`config.mk`:
```
export PLATFORM = sky130hd
export DESIGN_NAME = if_id_queue
export DESIGN_NICKNAME = d
export VERILOG_FILES = /design/src/rtl/if_id_queue_pkg.sv /design/src/rtl/inst_queue_mem.sv /design/src/rtl/if_id_queue.sv
export SDC_FILE = /design/constraint.sdc
export NUM_CORES = 1
export LEC_CHECK = 0
export ABC_AREA = 1
export BUFFER_PORTS_ARGS = -buffer_cell sky130_fd_sc_hd__buf_2
export CORE_ASPECT_RATIO = 2
export CORE_MARGIN = 10
export CORE_UTILIZATION = 60
export DETAILED_ROUTE_END_ITERATION = 8
export PLACE_DENSITY_LB_ADDON = 0.05
export REMOVE_ABC_BUFFERS = 1
export SYNTH_ARGS = -nofsm -noshare
export SYNTH_HDL_FRONTEND = slang
export SYNTH_SLANG_ARGS = --single-unit
```
`constraint.sdc`:
```
create_clock -name clk -period 13.9 [get_ports clk]
set_clock_uncertainty 0.1 [all_clocks]
set_input_delay 0.695 -clock clk [delete_from_list [all_inputs] [get_ports clk]]
set_output_delay 0.695 -clock clk [all_outputs]
set_load 0.01 [all_outputs]
```
`src/rtl/if_id_queue_pkg.sv`:
```
// Shared constants for the IF/ID instruction queue.
package if_id_queue_pkg;
    localparam int InstAddrBus = 32;
    localparam int InstBus     = 32;

    localparam logic Stop         = 1'b1;
    localparam logic NoStop       = 1'b0;
    localparam logic RstActiveLow = 1'b0;

    localparam logic [31:0] ZeroWord = 32'h0000_0000;
endpackage

```
`src/rtl/inst_queue_mem.sv`:
```
// Storage array for the IF/ID queue: one synchronous write port, one asynchronous read port.
module inst_queue_mem #(
    parameter int DEPTH = 4,
    parameter int WIDTH = 64,
    parameter int AW    = $clog2(DEPTH)
) (
    input  logic             clk,
    input  logic             we,
    input  logic [AW-1:0]    waddr,
    input  logic [WIDTH-1:0] wdata,
    input  logic [AW-1:0]    raddr,
    output logic [WIDTH-1:0] rdata
);
    // No reset: which entries hold live data is tracked by the owner's pointers and count.
    logic [WIDTH-1:0] mem [DEPTH];

    always_ff @(posedge clk) begin
        if (we) begin
            mem[waddr] <= wdata;
        end
    end

    assign rdata = mem[raddr];
endmodule

```
`src/rtl/if_id_queue.sv`:
```
// DEPTH-entry instruction queue between fetch and decode with a registered ID output
// and an empty-queue bypass so an idle pipeline sees single-cycle IF->ID latency.
module if_id_queue
    import if_id_queue_pkg::*;
#(
    parameter int ADDR_W    = InstAddrBus,
    parameter int INST_W    = InstBus,
    parameter int DEPTH     = 4,
    parameter int BYTE_SWAP = 1,
    parameter int STALL_W   = 6,
    parameter int STALL_ID  = 2
) (
    input  logic                       clk,
    input  logic                       rst,
    input  logic [STALL_W-1:0]         stall,
    input  logic                       flush,
    input  logic                       if_valid,
    input  logic [ADDR_W-1:0]          if_pc,
    input  logic [INST_W-1:0]          if_inst,
    output logic                       if_ready,
    output logic                       id_valid,
    output logic [ADDR_W-1:0]          id_pc,
    output logic [INST_W-1:0]          id_inst,
    output logic [$clog2(DEPTH+1)-1:0] count
);
    localparam int PTR_W  = $clog2(DEPTH);
    localparam int CNT_W  = $clog2(DEPTH+1);
    localparam int NBYTES = INST_W / 8;
    localparam int ENT_W  = ADDR_W + INST_W;
    localparam logic [CNT_W-1:0] FULL_CNT = CNT_W'(DEPTH);

    logic [PTR_W-1:0]  wr_ptr;
    logic [PTR_W-1:0]  rd_ptr;
    logic [INST_W-1:0] entry_inst;
    logic [ENT_W-1:0]  head;
    logic              advance;
    logic              empty;
    logic              push;
    logic              pop;
    logic              bypass;
    logic              push_to_mem;
    logic              unused_stall;

    generate
        if (BYTE_SWAP != 0) begin : g_swap
            for (genvar k = 0; k < NBYTES; k++) begin : g_lane
                assign entry_inst[8*k +: 8] = if_inst[8*(NBYTES-1-k) +: 8];
            end
        end else begin : g_pass
            assign entry_inst = if_inst;
        end
    endgenerate

    // Handshake: a word transfers on a rising edge where if_valid and if_ready are both 1
    // and flush is 0; if_ready depends only on the registered count, IF holds a word until it transfers.
    assign if_ready     = (count < FULL_CNT);
    assign advance      = (stall[STALL_ID] == NoStop);
    assign empty        = (count == '0);
    assign push         = if_valid & if_ready & ~flush;
    assign pop          = advance & ~empty;
    assign bypass       = advance & empty & push;
    assign push_to_mem  = push & ~bypass;
    assign unused_stall = ^stall;

    inst_queue_mem #(
        .DEPTH (DEPTH),
        .WIDTH (ENT_W),
        .AW    (PTR_W)
    ) u_mem (
        .clk   (clk),
        .we    (push_to_mem),
        .waddr (wr_ptr),
        .wdata ({if_pc, entry_inst}),
        .raddr (rd_ptr),
        .rdata (head)
    );

    always_ff @(posedge clk) begin
        if (rst == RstActiveLow || flush == Stop) begin
            wr_ptr   <= '0;
            rd_ptr   <= '0;
            count    <= '0;
            id_valid <= 1'b0;
            id_pc    <= ADDR_W'(ZeroWord);
            id_inst  <= INST_W'(ZeroWord);
        end else begin
            wr_ptr <= wr_ptr + PTR_W'(push_to_mem);
            rd_ptr <= rd_ptr + PTR_W'(pop);
            count  <= count + CNT_W'(push_to_mem) - CNT_W'(pop);
            // A held ID stage keeps its current instruction; queued words wait behind it.
            if (advance) begin
                if (pop) begin
                    id_valid <= 1'b1;
                    id_pc    <= head[ENT_W-1:INST_W];
                    id_inst  <= head[INST_W-1:0];
                end else if (push) begin
                    id_valid <= 1'b1;
                    id_pc    <= if_pc;
                    id_inst  <= entry_inst;
                end else begin
                    id_valid <= 1'b0;
                    id_pc    <= ADDR_W'(ZeroWord);
                    id_inst  <= INST_W'(ZeroWord);
                end
            end
        end
    end
endmodule

```
# After elaboration in Yosys (flattened, before gate mapping)
# Memories as Yosys holds them, arrays and structs flattened. A register that Yosys moved wholly into a read port is not among the register bits.
# Index checks and enable logic that the tools add are counted.
# W data, S select, Z words.
[op_classes] n_addsub=4 n_mul=0 div_mod_pow=0 magnitude_cmp=1 eq_ne=0 n_shift=0 mux=9 n_bitwise=11 reduce_logical=2
[op_table] cell="$mux W32" count=4
[op_table] cell="$and A1 B1 Y1" count=6
[op_table] cell="$not A1 Y1" count=5
[op_table] cell="$add A2 B1 Y2" count=2
[op_table] cell="$mux W1" count=4
[op_table] cell="$add A3 B1 Y3" count=1
[op_table] cell="$logic_not A3 Y1" count=1
[op_table] cell="$lt A3 B3 Y1 const B" count=1
[op_table] cell="$sub A3 B1 Y3" count=1
[op_table] cell="$mux W2" count=1
[op_table] cell="$logic_or A1 B1 Y1" count=1
[totals] reg_bits=72 latch_bits=0 mem_bits_rw=256 mem_bits_ro=0 out_inout_bits=69 elab_cells=34 mem_count=1
[memory_table] memory="u_mem.mem" words=4 word_bits=64 rd=1 rd_ports_with_merged_regs=1 write_ports=1 line_no="inst_queue_mem.sv:15" source="logic [WIDTH-1:0] mem [DEPTH];"

# Logic depth before layout (Yosys ltp)
[logic_depth] depth_word=8 mapped_depth=13

# Hierarchy
# A second synthesis with hierarchy kept.
[unflattened] hier_cells=1609 area_unflattened_um2=14756.7
[modules_own_cells] mod="inst_queue_mem" instances=1 cells_per_inst=1010 area_per_inst_um2=10761.6
[modules_own_cells] mod="if_id_queue" instances=1 cells_per_inst=599 area_per_inst_um2=3995.1

# Worst setup path after synthesis
# No wires, ideal clock.
[synth_timing] path_kind="input -> register" start="in if_valid" end="mem u_mem.mem[0][0] (enable)" setup_ns=0.565 arrival_time_ns=5.478 path_slack_ns=7.756 path_stages=5 cell_sequence="buf_4 > nand2_1 > nor2_1 > nand2_1 > nor3_1"
[synth_between] elab_chain_len=7
[synth_rtl] element="start: declaration" line_no="if_id_queue.sv:17" source="input logic if_valid,"
[synth_rtl] element="$and A1 B1 Y1 * (2 in a row)" line_no="if_id_queue.sv:59" source="assign push = if_valid & if_ready & ~flush;"
[synth_rtl] element="$and A1 B1 Y1" line_no="if_id_queue.sv:61" source="assign bypass = advance & empty & push;"
[synth_rtl] element="$not A1 Y1" line_no="if_id_queue.sv:62" source="assign push_to_mem = push & ~bypass;"
[synth_rtl] element="$and A1 B1 Y1 *" line_no="if_id_queue.sv:62"
[synth_rtl] element="$mux W1 *" line_no="inst_queue_mem.sv:18" source="if (we) begin"
[synth_rtl] element="$mux W1 (implied by the code) *" line_no="inst_queue_mem.sv:19" source="mem[waddr] <= wdata;"
[synth_rtl] element="end: declaration" line_no="inst_queue_mem.sv:15"
# Every way passes the cells marked *; elsewhere a longest branch is shown, timed or not.

# Worst setup path in the final report
[layout_timing] start="reg count[2]" end="reg count[2]"
[layout_between] elab_chain_len=8
[layout_rtl] element="start: declaration" line_no="if_id_queue.sv:24" source="output logic [$clog2(DEPTH+1)-1:0] count"
[layout_rtl] element="start signal: assignment" line_no="if_id_queue.sv:89" source="count <= count + CNT_W'(push_to_mem) - CNT_W'(pop);"
[layout_rtl] element="$lt A3 B3 Y1" line_no="if_id_queue.sv:56" source="assign if_ready = (count < FULL_CNT);"
[layout_rtl] element="$and A1 B1 Y1 (2 in a row)" line_no="if_id_queue.sv:59"
[layout_rtl] element="$and A1 B1 Y1" line_no="if_id_queue.sv:61"
[layout_rtl] element="$not A1 Y1" line_no="if_id_queue.sv:62"
[layout_rtl] element="$and A1 B1 Y1" line_no="if_id_queue.sv:62"
[layout_rtl] element="$add A3 B1 Y3" line_no="if_id_queue.sv:89"
[layout_rtl] element="$sub A3 B1 Y3 *" line_no="if_id_queue.sv:89"
# Marks and branches as above.
# A chain may end at the register's enable or synchronous reset.

==> summary.md <==
| Metric | Value |
|---|---|
| Post-detail-place hpwl | 18,500 um |
| DR vias | 10,700 |
| Sink Count | 328 |
| Layout cells sized above 1 | 0.129 |
| First-pass GRT wire length | 53,800 um |
| Seq/Total Area, Yosys | 0.625 |
| Clock buffer depth | 3 |
| Slew HR | 0.256 |
| Drt pass-1 iters | 5 |
| Final ANT Viol Nets | 0 |
| Clk slew on worst S/H paths | 0.07 ns |
| Number of cell rows | 80 |
| Worst-Margin Slew | 1.12 ns |
| Post-synth EDFFs | 256 |
| Asr flop ratio synth | 0 |
| DR vias/cell | 5.29 |
| Most numerous cell in the Yosys netlist | nand2_1 |
| Largest net degree at the start of global routing | 99 |
| Die width | 130 um |
| Post-synthesis register bit count | 328 |
| CP peak stage delay | 0.76 ns |
| Slowest stage cell on the critical path | nand3_4 |
| Synth top area share | 0.526 |
| Worst Hold Class | primary input to flip-flop |
| Root Buffer | clkbuf_16 |
| Critical path type | flip-flop to flip-flop |
| Most area-consuming cells after synthesis | edfxtp_1 (53%), nand2_1 (12%), dfxtp_1 (9.9%) |
| Maxcap violations | 0 |
| GPL Wtd Cong | 0.725 |
| Pins over their slew limit | 0 |
| CTS tree | built |
| Crit-path cells | nor2_2 > nand3_4 > nand2_1 > ha_1 > inv_1 > ha_1 > inv_1 > fa_1 > xor2_1 > o21ai_0 > a21oi_1 |
| Post-synth top cells | nand2_1 (451), inv_1 (334), edfxtp_1 (256) |
| CTS buffer count | 28 |
| Initial antenna violation count | 3 |
| Pwr Density | 126 mW/mm^2 |
| Unrepaired setup endpoints after global routing | false |
| Clk Latency, worst-skew pair | 0.55 ns |
| Initial Util | 0.610 |
| Worst EP required | 14.23 ns |
| CP arrival | 3.89 ns |
| Post-synthesis cell area | 0.0146 mm^2 |
| YS warnings | 0 |
| Highest Clock Rate | 281 MHz |
| DRT Wirelength | 34,300 um |
| Most used routing layer | met2 |
| Ys flop type | edfxtp_1 |
| H-tree depth | 1 |
| Met1 GRT Util | 0.253 |
| Yosys top cell by area | edfxtp_1 |
| IO buf count | 137 |
| Layout area overhead | 12.3% |
| IO Pins | 143 |
| Leak | 0.00771 uW |
| Remaining DRCs | 0 |
| Worst path buffer plus inverter count | 2 |
| # hold bufs at CTS | 0 |
| Vias in the first global route | 10,500 |
| Mean Syn Cell Area | 9.04 um^2 |
| Crit. End Element | flip-flop |
| DR iter-0 viols | 720 |
| Cells after Synth | 1,615 |
| Die area | 0.0314 mm^2 |
| Minimum clock period after layout | 3.56 ns |
| Global routing usage on met3 | 0.0314 |
| Peak supply drop | 0.123 mV |
| Post-CTS sizing | 0 |
| Routed len/inst | 17.0 um |
| CP delay by family, top | simple AND/OR/NAND/NOR gates |
| Part of the cycle the worst path needs | 0.256 |
| Met2 Usage GRT | 0.393 |
| Core box area | 0.0239 mm^2 |
| Final nets | 1,789 |
| Endpoints failing setup | 0 |
| Status | finished, final reports clean |
| Die height | 241 um |
| Fin Hold WS | 0.271 ns |
| Total gr overflow | 0 |
| Synth unique cells | 23 |
| Setup bufs post-CTS | 0 |
| Setup TNS | 0 ns |
| Crit start category | flip-flop |
| Hold Violations, Final | 0 |
| Worst-path fanout max | 66 |
| Overall Global Routing Usage | 0.217 |
-- report_power, final --
part           leakage [uW]  switching [uW]  total, uW  internal [uW]
combinational       0.00430            88.0        123           34.8
sequential          0.00290            5.92       1080           1070
clock              0.000504             349        863            514
total               0.00771             443       2060           1620
-- state kept, by name (all words and copies together) (netlist names) --
name       flops
id_valid       1
rd_ptr         2
id_pc         32
u_mem.mem    256
wr_ptr         2
count          3
id_inst       32
-- logic make-up (layout without fill, tap and decap cells) --
kind of cell / after synthesis / in the layout / synth area share
and+or+nand+nor: 786 / 786 / 0.225
buffers and inverters: 425 / 542 / 0.118
DFF: 328 / 328 / 0.625
AOI/OAI and AO/OA: 68 / 68 / 0.0251
adders and majority gates: 5 / 5 / 0.00480
xor gates and xnor gates: 3 / 3 / 0.00180
other: 0 / 1 / 0
-- worst paths after layout --
kind	startpoint	to	slack, ns	depth (start not counted)
max	count[2]$_SDFF_PP0_	count[2]$_SDFF_PP0_	10.34	11
min	if_pc[4]	u_mem.mem[1][36]$_DFFE_PP_	0.27	1
max reg2reg	count[2]$_SDFF_PP0_	count[2]$_SDFF_PP0_	10.34	11
min reg2reg	id_valid$_SDFFE_PP0N_	id_valid$_SDFFE_PP0N_	0.41	2
-- stage by stage --
stage	util	worst slack, ns	instances	cell area, um^2	power [uW]
after floorplan	-	7.10	1525	14100	1160
after global placement	0.642	10.05	1967	15400	1220
after detailed placement	0.642	10.02	1967	15400	1220
after CTS	0.685	10.37	2019	16400	2070
after global routing	0.685	10.12	2020	16400	2130
final	0.685	10.34	2020	16400	2060
-- worst reg2reg max path: cells and delay by family (launching register included) --
kind	cells	cell delay, ns
AND/OR/NAND/NOR	3	1.66
flip-flops	1	0.36
adder cells (fa/ha/maj)	3	0.83
XOR/XNOR	1	0.16
buffers and inverters	2	0.11
AO/OA/AOI/OAI	2	0.22
-- layer usage --
metal,routed length [um],up-vias
met5,16,-
met4,704,4
li1,-,5243
met2,18400,320
met1,13100,5069
met3,2100,44
-- cell usage in the layout (no fill, tap or decap) --
cell type / count
buf_2: 137
a21oi_2: 6
nor3_2: 4
clkbuf_1: 2
nand2_4: 1
xnor2_1: 2
o21ai_0: 2
nor2_2: 1
nor2_1: 137
diode_2: 1
inv_4: 1
nand2_1: 450
nand3_1: 128
bufinv_16: 6
a21oi_4: 1
clkinvlp_4: 2
clkbuf_16: 29
clkinv_4: 1
dfxtp_1: 70
inv_2: 3
clkinv_1: 2
nand4_1: 64
fa_1: 1
edfxtp_1: 256
ha_1: 4
a21oi_1: 59
nand3_4: 1
clkinv_2: 6
dfxtp_4: 2
clkbuf_8: 4
xor2_1: 1
buf_4: 18
inv_1: 331
-- cell type report --
class / instances / area (um^2)
diodes: 1 / 2.50
inverters: 335 / 1260
repair buffers: 155 / 821
well taps: 287 / 359
clock buffers: 35 / 788
multi-input cells: 862 / 3790
fillers: 1841 / 7520
flip-flops and latches: 328 / 9140
clock inverters: 17 / 241
Note: power is estimated with default switching activity, not from simulation.
